==> config.mk <==
export PLATFORM = sky130hd
export DESIGN_NAME = gcd_driver
export DESIGN_NICKNAME = d
export VERILOG_FILES = /design/src/rtl/gcd_pkg.sv /design/src/rtl/gcd_wdog.sv /design/src/rtl/gcd_driver.sv
export SDC_FILE = /design/constraint.sdc
export NUM_CORES = 1
export LEC_CHECK = 0
export CELL_PAD_IN_SITES_DETAIL_PLACEMENT = 0
export CELL_PAD_IN_SITES_GLOBAL_PLACEMENT = 1
export CORE_UTILIZATION = 35
export DETAILED_ROUTE_END_ITERATION = 10
export GPL_TIMING_DRIVEN = 0
export PLACE_DENSITY = 0.81
export SLEW_MARGIN = 20
export SYNTH_ARGS = -nofsm -noshare
export SYNTH_HDL_FRONTEND = slang
export SYNTH_SLANG_ARGS = --single-unit
==> constraint.sdc <==
create_clock -name clk -period 4 [get_ports clk]
set_clock_uncertainty 0.05 [all_clocks]
set_input_delay 1 -clock clk [delete_from_list [all_inputs] [get_ports clk]]
set_output_delay 1 -clock clk [all_outputs]
set_load 0.03 [all_outputs]
==> src/rtl/gcd_pkg.sv <==
// Shared state type and default sizing for the GCD request-side driver.
package gcd_pkg;

    typedef enum logic [1:0] {
        IDLE,
        RUN,
        RESP
    } gcd_drv_state_t;

    localparam int GCD_WIDTH           = 10;
    localparam int GCD_TIMEOUT_DEFAULT = 1023;

endpackage

==> src/rtl/gcd_wdog.sv <==
// Watchdog for the RUN phase: counts cycles while enabled and flags the last
// allowed cycle so the driver can abort a core that never finishes.
module gcd_wdog
    import gcd_pkg::*;
#(
    parameter int TIMEOUT = GCD_TIMEOUT_DEFAULT
) (
    input  logic clk,
    input  logic reset,
    input  logic clr,
    input  logic en,
    output logic hit
);

    localparam logic [15:0] LAST = 16'(TIMEOUT - 1);

    logic [15:0] count;

    always_ff @(posedge clk) begin
        if (reset) begin
            count <= '0;
        end else if (clr) begin
            count <= '0;
        end else if (en) begin
            count <= count + 16'd1;
        end
    end

    assign hit = (count == LAST);

endmodule

==> src/rtl/gcd_driver.sv <==
// Request-side controller for the GCD core: accepts operand pairs, runs the
// core under a watchdog, short-circuits zero operands and counts completions.
module gcd_driver
    import gcd_pkg::*;
#(
    parameter int WIDTH   = GCD_WIDTH,
    parameter int TIMEOUT = GCD_TIMEOUT_DEFAULT
) (
    input  logic             clk,
    input  logic             reset,
    input  logic             req_valid,
    output logic             req_ready,
    input  logic [WIDTH-1:0] req_a,
    input  logic [WIDTH-1:0] req_b,
    output logic             core_start,
    output logic [WIDTH-1:0] core_a,
    output logic [WIDTH-1:0] core_b,
    input  logic             core_done,
    input  logic [WIDTH-1:0] core_res,
    output logic             rsp_valid,
    input  logic             rsp_ready,
    output logic [WIDTH-1:0] rsp_res,
    output logic             rsp_err,
    output logic [15:0]      done_count
);

    gcd_drv_state_t state;
    gcd_drv_state_t state_next;

    logic accept;
    logic a_zero;
    logic b_zero;
    logic wdog_hit;

    assign accept = (state == IDLE) && req_valid;
    assign a_zero = (req_a == '0);
    assign b_zero = (req_b == '0);

    always_ff @(posedge clk) begin
        if (reset) begin
            state <= IDLE;
        end else begin
            state <= state_next;
        end
    end

    // A finishing core takes priority over a watchdog expiry in the same cycle.
    always_comb begin
        state_next = state;
        case (state)
            IDLE:    if (req_valid) state_next = (a_zero || b_zero) ? RESP : RUN;
            RUN:     if (core_done || wdog_hit) state_next = RESP;
            RESP:    if (rsp_ready) state_next = IDLE;
            default: state_next = IDLE;
        endcase
    end

    always_comb begin
        req_ready  = (state == IDLE);
        core_start = (state == RUN);
        rsp_valid  = (state == RESP);
    end

    always_ff @(posedge clk) begin
        if (reset) begin
            core_a     <= '0;
            core_b     <= '0;
            rsp_res    <= '0;
            rsp_err    <= 1'b0;
            done_count <= '0;
        end else begin
            if (accept) begin
                core_a <= req_a;
                core_b <= req_b;
                if (a_zero || b_zero) begin
                    rsp_res <= a_zero ? req_b : req_a;
                    rsp_err <= a_zero && b_zero;
                end
            end
            if (state == RUN) begin
                if (core_done) begin
                    rsp_res <= core_res;
                    rsp_err <= 1'b0;
                end else if (wdog_hit) begin
                    rsp_res <= '0;
                    rsp_err <= 1'b1;
                end
            end
            if ((state == RESP) && rsp_ready) begin
                done_count <= done_count + 16'd1;
            end
        end
    end

    gcd_wdog #(
        .TIMEOUT(TIMEOUT)
    ) u_wdog (
        .clk  (clk),
        .reset(reset),
        .clr  (state != RUN),
        .en   (state == RUN),
        .hit  (wdog_hit)
    );

endmodule

# Yosys cells after proc, flatten, opt, wreduce, memory -nomap -nowiden
# Index checks and enable logic that the tools add are counted.
# classes
add_sub_neg,2
eq_ne,7
mux,16
reduce_logical,10
# op_table
op,n
$mux 10,6
$add 16x1->16 const B,2
$logic_not 10->1,2
$eq 16x10->1 const B,1
$mux 2,4
$ne 2x1->1 const B,3
$pmux 2 s3,1
$mux 1,5
$logic_and 1x1->1,3
$reduce_and 3->1,1
$eq 2x1->1 const B,1
$eq 2x2->1 const B,1
$logic_not 2->1,1
$logic_or 1x1->1,2
$ne 2x2->1 const B,1
$reduce_or 2->1,1
# word_totals
ff_bits,65
in_bits,35
output_inout_bits,50
wordCells,42

# Depth between registers and ports, before layout
# Gate-level depths: netlist of run 1.
# logic_depth
word_depth,7
ltp_mapped,6

# Modules after synthesis
# Synthesis of run 1 repeated with hierarchy kept, for this count alone.
# unflattened
hier_cells,348
hier_area_um2,2951.6
# by_module_without_submodules
mod,instances,cells_per_inst,area_each_um2,seq_area_each_um2
gcd_driver,1,261,2153.3,980.9
gcd_wdog,1,87,798.3,320.3

# Worst setup path before layout of run 1
# No wires, ideal clock.
# synth_timing
path_type,input -> register
start,in req_a[5]
end,reg rsp_res[1]
arrival_time_ns,2.552
t_required_ns,3.816
setup_slack_ns,1.264
stages,6
n_path_buf,2
cell_sequence,or4_4 buf_6 or3_4 buf_6 a2111oi_1 a211oi_1
# synth_via
elab_chain_cells,7
word_cells_on_any_way,8
cone_classes,mux: 6; reduce/logical: 2
# synth_rtl
item,line_no,source
start: declaration,gcd_driver.sv:13,"input logic [WIDTH-1:0] req_a,"
$logic_not 10->1 *,gcd_driver.sv:36,assign a_zero = (req_a == '0);
$mux 10 / $logic_or 1x1->1 (equally long branches),"gcd_driver.sv:76, gcd_driver.sv:75",
$mux 10 *,gcd_driver.sv:75,if (a_zero || b_zero) begin
$mux 10 *,gcd_driver.sv:72,if (accept) begin
$mux 10,gcd_driver.sv:84,end else if (wdog_hit) begin
$mux 10,gcd_driver.sv:81,if (core_done) begin
$mux 10 *,gcd_driver.sv:80,if (state == RUN) begin
end signal: assignment,gcd_driver.sv:76,rsp_res <= a_zero ? req_b : req_a;
end signal: assignment,gcd_driver.sv:82,rsp_res <= core_res;
end: declaration,gcd_driver.sv:22,"output logic [WIDTH-1:0] rsp_res,"
# Mark *: on every way between the ends. The rest lies on a longest branch, timed or not.
# A chain may end at the register's enable or synchronous reset.

# Final worst setup path of run 1
# layout_timing
start,in core_done
end,reg rsp_res[7]
# layout_via
elab_chain_cells,2
# layout_rtl
item,line_no,source
start: declaration,gcd_driver.sv:18,"input logic core_done,"
$mux 10,gcd_driver.sv:81,
$mux 10,gcd_driver.sv:80,
# Every way passes these cells.

==> results by group, run 1 <==
Routing
  – TritonRoute pass-1 iters: 4
  – Number of remaining DRC errors: 0
  – Routed len/inst: 14.8 um
  – Total vias in the final route: ~3100
  – Vias per cell: 5.24
  – ANT nets after route: 0
  – Initial DRC count: 140
  – WL final: 8870 um

Worst setup path
  – Worst path slowest cell: clkdlybuf4s50_1
  – Worst-path fanout max: 10
  – Crit path buf inv count: 3
  – CP max stage delay: roughly 0.57 ns
  – Crit path max-delay family: buffers and inverters
  – CP Class: in2reg
  – Setup crit start kind: input port
  – Crit. End Element: register
  – Crit path DAT: 3.31 ns
  – Worst path required time: 4.19 ns
  – Crit path cell chain: clkdlybuf4s50_1, nor4bb_1, clkbuf_1, buf_1, nand2_1, a211oi_1

Global route
  – GRT met1 Usage: 27.2%
  – GRT met2 Usage: between 20% and 30%
  – Grt total ovfl: 0
  – Antenna violations before repair: 0
  – Largest net degree at the start of global routing: 14
  – Vias in the first global route: roughly 2900
  – M3 GR Usage: 2.73%
  – First-pass GRT wire length: 14600 um
  – Total GRT Usage: 18.9%
  – GRT busiest layer: met2

Cells and area
  – Fin nets: 523
  – # fillers: ~880
  – Area growth from synthesis to layout: 37.3%
  – Diode count: 0
  – Final instance area: 0.00439 mm^2
  – Layout cells sized above 1: 6.53%
  – Fin cells: 598

Synth
  – Number of synthesized register bits: 65
  – Post-Synthesis Cells: 391
  – Synth Warn #: 0
  – Number of flops mapped to enable cells by yosys: 0
  – Syn Nets: 429
  – Mean Syn Cell Area: 8.18 um^2
  – Post-synth ARST share: 0%
  – Post-Syn Area: around 0.0032 mm^2
  – Main synth FF type: dfxtp_1
  – Yosys cell types: 48
  – Register area share after synthesis: 40.7%

Place
  – Dpl cells: 582
  – Gp weighted congestion: 0.788
  – Port bufs: 83
  – Placement Setup Slack: 0.555 ns
  – Post-DP Area: 0.00416 mm^2
  – HPWL after detailed placement: between 6000 and 7000 um

Clocking
  – Deepest clock path buffer count: 2
  – # hold bufs at CTS: 0
  – Root buffer cell: clkbuf_8
  – Clock slew at reported path FFs: 0.07 ns
  – Postcts setup bufs: 0
  – CTS tree: done
  – H-tree levels: 3
  – Cts repair resizes: 0
  – CTS Buf Count: 9
  – # clock sinks: 65
  – Clock Latency Late Sink: 0.33 ns

Timing
  – Fin crit period: 3.12 ns
  – Worst slew pin tran: just over 0.6 ns
  – Final setup fails: 0
  – Final Max Slew Viols: 0
  – Post-route clock period utilization: 78.0%
  – RSZ-0062 raised after global routing: no
  – Worst slew margin: 59.0%
  – Final WS setup: 0.880 ns
  – Fin. Hold Viols: 0
  – Post-route setup TNS: 0 ns
  – Max Freq: ~320 MHz

Power and ir drop
  – Maximum vdd drop: 0.195 mV
  – PwrDens: 346 mW/mm^2
  – Pleak: 0.00158 uW

Flow run
  – Max-Cap Viols: 0

Floorplanning
  – Starting Density: 36.5%
  – Core footprint: roughly 0.0088 mm^2
  – Ports: 85
  – Die footprint: 0.00952 mm^2
  – FP Rows: 34
  – Die height: 97.6 um
  – Die width: 97.6 um

Run status
  – Outcome: complete, no violations

Worst hold path
  – Worst Hold Class: reg2reg
## where the power goes
part           switching, uW  internal (uW)
Clock                    272            357
Sequential              12.5            666
Combinational            121           90.6
## cell usage in the layout, fill, tap and decap left out, types with 12 or more instances in the layout
cell             count
nand4_1             13
inv_1               13
nor3_1              12
nand2_1             60
or3_1               12
clkbuf_1            21
dfxtp_1             65
nand3_1             12
nor2_1              26
a21oi_1             37
clkdlybuf4s50_1     83
a21o_1              16
xor2_1              14
## final cells by class
| class | count | area, um^2 | share of cell area [%] |
|---|---|---|---|
| Clock inverter | 7 | 104 | 2.37 |
| Inverter | 14 | 52.6 | 1.20 |
| Sequential cell | 65 | 1300 | 29.6 |
| Buffer | 26 | 120 | 2.74 |
| Tap cell | 108 | 135 | 3.08 |
| Clock buffer | 9 | 124 | 2.82 |
| Multi-Input combinational cell | 286 | 1720 | 39.2 |
| Timing Repair Buffer | 83 | 831 | 18.9 |
## stage by stage
| stage | utilization (%) | total power (uW) | hold slack, ns |
|---|---|---|---|
| after detailed placement | 47.5 | 905 | 0.400 |
| after floorplan | - | 801 | 0.387 |
| after global placement | 47.5 | 904 | 0.395 |
| after CTS | 50.1 | 1540 | 0.412 |
| after global routing | 50.1 | 1580 | 0.430 |
| final | 50.1 | 1520 | 0.409 |
## per-layer routing
layer / routed length, um / vias to the layer above
met5: 0 / -
met4: 65 / 0
met3: 377 / 6
met2: 4100 / 80
met1: 4330 / 1454
li1: - / 1592
## cell usage after synthesis (2+ instances only)
| library cell | n | area share [%] |
|---|---|---|
| and4_1 | 5 | 1.4 |
| nor2_1 | 26 | 3.1 |
| o21ai_0 | 10 | 1.6 |
| nand3_1 | 12 | 1.9 |
| a2111oi_1 | 5 | 1.6 |
| nand4_1 | 13 | 2.5 |
| ha_1 | 3 | 1.2 |
| xor2_1 | 14 | 3.8 |
| a21o_1 | 16 | 3.8 |
| a21oi_1 | 37 | 5.8 |
| buf_6 | 2 | 0.70 |
| inv_1 | 13 | 1.5 |
| clkbuf_1 | 21 | 2.5 |
| buf_4 | 2 | 0.47 |
| nor4_1 | 10 | 2.0 |
| a211oi_2 | 2 | 0.78 |
| nor3b_1 | 2 | 0.47 |
| dfxtp_1 | 65 | 41 |
| and3_1 | 4 | 0.78 |
| or3_1 | 12 | 2.3 |
| nor3_1 | 12 | 1.9 |
| and2_1 | 3 | 0.59 |
| xnor2_1 | 4 | 1.1 |
| or4_1 | 3 | 0.70 |
| a211oi_1 | 10 | 2.3 |
| nand2_1 | 60 | 7.0 |
| o221a_2 | 2 | 0.70 |
| nand2b_1 | 2 | 0.39 |
| o221a_1 | 2 | 0.70 |
## sequential cells by signal (all words and copies together), names as in the netlist
name and cells:
done_count 16, rsp_err 1, rsp_res 10, state 2, core_a 10, core_b 10
u_wdog.count 16
## worst reg2reg max path: stages (launching register included)
cell and delay (ns):
dfxtp_1 0.34, inv_1 0.06, ha_1 0.15, or4b_1 0.50, or4_1 0.62, a21oi_4 0.34
a211oi_1 0.14
## final timing paths
path,from,endpoint,slack [ns],depth (start not counted)
worst min register to register,core_b[6],core_b[6],0.41,2
worst min-delay path,core_b[6],core_b[6],0.41,2
worst max register to register,u_wdog.count[0],rsp_res[7],1.67,6
worst max-delay path,core_done,rsp_res[7],0.88,6
## kinds of logic (layout without fill, tap and decap cells)
family | after synthesis | after routing | share of synthesized area [%]
simple gates | 175 | 175 | 28.5
fa+ha+maj | 3 | 3 | 1.17
flops | 65 | 65 | 40.7
buf+inv | 40 | 139 | 5.40
compound gates | 89 | 89 | 18.9
mux | 1 | 1 | 0.352
xor+xnor | 18 | 18 | 4.93
Power figures use the tool's default switching activity.
==> run 2, diff against run 1 <==
--- a/config.mk
+++ b/config.mk
@@ -7,10 +7,10 @@
 export LEC_CHECK = 0
 export CELL_PAD_IN_SITES_DETAIL_PLACEMENT = 0
 export CELL_PAD_IN_SITES_GLOBAL_PLACEMENT = 1
-export CORE_UTILIZATION = 35
+export CORE_UTILIZATION = 32
 export DETAILED_ROUTE_END_ITERATION = 10
 export GPL_TIMING_DRIVEN = 0
-export PLACE_DENSITY = 0.81
+export PLACE_DENSITY = 0.78
 export SLEW_MARGIN = 20
 export SYNTH_ARGS = -nofsm -noshare
 export SYNTH_HDL_FRONTEND = slang
==> constraint.sdc (replaced) <==
create_clock -name clk -period 2.6 [get_ports clk]
set_clock_uncertainty 0.05 [all_clocks]
set_input_delay 0.65 -clock clk [delete_from_list [all_inputs] [get_ports clk]]
set_output_delay 0.65 -clock clk [all_outputs]
set_load 0.03 [all_outputs]
==> run 2 against run 1 <==
Wire length increased by 3.2%. Largest power group unchanged. Setup slack got worse by 0.77 ns. Register-to-register slack worse by 1.4 ns. Clock power up 24%. Highest routed layer unchanged. Worst hold slack worse by 0.0011 ns. Die area increased by 9.2%. Non-clock buffer count decreased by 2. First-iteration DRC count up 8.6%. Cell count up 3.8%. Combinational power up 57%.
==> results by group, run 2 (synthesis results as in run 1) <==
Clocking
  – H-tree levels: 3
  – Root buffer cell: clkbuf_8
  – Clock Latency Late Sink: 0.34 ns
  – Deepest clock path buffer count: 2
  – CTS tree: done
  – CTS Buf Count: 9
  – # clock sinks: 65
  – Clock slew at reported path FFs: 0.08 ns
  – # hold bufs at CTS: 0

Cells and area
  – Multi-input logic area: 0.00181 mm^2
  – Fin nets: 521
  – # fillers: between 1000 and 1500
  – Largest registers: done_count (16), u_wdog.count (16)
  – Register area: 0.00130 mm^2
  – Commonest cells after routing, fill and taps aside: 75 x clkdlybuf4s50_1, 65 x dfxtp_1, 60 x nand2_1
  – Post-layout util: 45.9%
  – Diode count: 0
  – Commonest non-fill, non-tap cell in the layout: clkdlybuf4s50_1
  – Area growth from synthesis to layout: 39.6%
  – Layout cells sized above 1: between 8 and 9%
  – Final instance area: 0.00446 mm^2

Routing
  – TritonRoute pass-1 iters: 4
  – Initial DRC count: 152
  – ANT nets after route: 0
  – WL final: 9150 um
  – Routed len/inst: 14.7 um
  – Vias per cell: 5.09
  – Total vias in the final route: 3161
  – Number of remaining DRC errors: 0

Worst setup path
  – Crit. End Element: register
  – Crit path buf inv count: 3
  – Worst path slowest cell: clkdlybuf4s50_1
  – Setup crit start kind: input port
  – Worst-path fanout max: 10
  – Crit path DAT: 2.66 ns
  – CP max stage delay: ~0.47 ns
  – CP Class: in2reg
  – Crit path max-delay family: simple AND/OR/NAND/NOR gates
  – Crit path cell chain: clkdlybuf4s50_1, or4_4, buf_6, or3_4, buf_8, a2111oi_2, a211oi_1
  – Worst path required time: 2.77 ns

Floorplanning
  – Ports: 85
  – Core footprint: 0.00973 mm^2
  – Die height: just over 100 um
  – Starting Density: 32.9%
  – Die footprint: 0.0104 mm^2
  – Die width: 102 um
  – FP Rows: 36

Global route
  – Vias in the first global route: 2979
  – First-pass GRT wire length: between 10000 and 15000 um
  – Grt total ovfl: 0
  – Antenna violations before repair: 0
  – Total GRT Usage: a little under a fifth
  – Largest net degree at the start of global routing: 13

Place
  – Post-DP Area: between 0.004 and 0.005 mm^2
  – Placement Setup Slack: -0.480 ns
  – Port bufs: 83
  – Gp weighted congestion: 0.796
  – HPWL after detailed placement: 6880 um

Timing
  – Final WS setup: 0.107 ns
  – Fin. Hold Viols: 0
  – Post-route clock period utilization: a little over nine tenths
  – Fin crit period: 2.49 ns
  – Hold_ws: 0.408 ns
  – Worst slew margin: 56.8%
  – Worst slew pin tran: 0.647 ns
  – Final Max Slew Viols: 0
  – RSZ-0062 raised after global routing: yes
  – Max Freq: 401 MHz
  – Final setup fails: 0

Flow run
  – Max-Cap Viols: 0

Run status
  – Outcome: complete, no violations

Power and ir drop
  – Maximum vdd drop: 0.255 mV
  – Pleak: 0.00163 uW
  – PwrDens: 482 mW/mm^2

Worst hold path
  – Worst Hold Class: reg2reg
run 2: path summary, 6_finish.rpt:
path | start | end | slack, ns | depth (start not counted)
worst max-delay path | req_a[8] | rsp_res[7] | 0.11 | 7
worst min-delay path | core_b[0] | core_b[0] | 0.41 | 2
worst max register to register | u_wdog.count[0] | rsp_res[2] | 0.27 | 6
worst min register to register | core_b[0] | core_b[0] | 0.41 | 2
run 2: metrics by stage:
step / cells / power [uW] / setup TNS (ns)
6_report: 621 / 2150 / 0
5_1_grt: 621 / 2240 / -0.0222
2_1_floorplan: 391 / 1230 / 0
3_3_place_gp: 607 / 1390 / -4.90
3_5_place_dp: 607 / 1390 / -5.07
4_1_cts: 624 / 2160 / -0.133
run 2: area by class of cell:
class                   instances  area share [%]
plain buffers                  23            2.58
clock buffers                   9            2.77
clock inverters                 7            1.04
inverters                      14            1.18
multi-input cells             286            40.6
flip-flops and latches         65            29.1
well taps                     133            3.73
repair buffers                 84            19.0
run 2: repair_timing:
action,4_1_cts,5_1_grt
cloned,0,0
pin swaps,1,0
buffers inserted,1,0
gates resized for setup,7,16
endpoints found under the setup margin,12,11
run 2: power breakdown:
group / internal [uW] / switching [uW] / total (uW) / leakage [uW]
sequential: 1020 / 20.1 / 1040 / 0.000527
combinational: 140 / 192 / 332 / 0.00102
clock: 344 / 433 / 777 / 0.0000814
run 2: layer usage:
layer | part of all wire (%) | GRT usage, %
met5 | 0 | 0
met4 | 3.0 | 9.01
met3 | 4.7 | 3.63
met2 | 45 | 28.2
met1 | 47 | 25.2
run 2: worst register-to-register path, cell delays in order (launching register included):
cell	delay, ns
dfxtp_1	0.34
inv_1	0.07
ha_1	0.15
or4b_1	0.48
or4_1	0.62
a21oi_4	0.35
a211oi_1	0.15
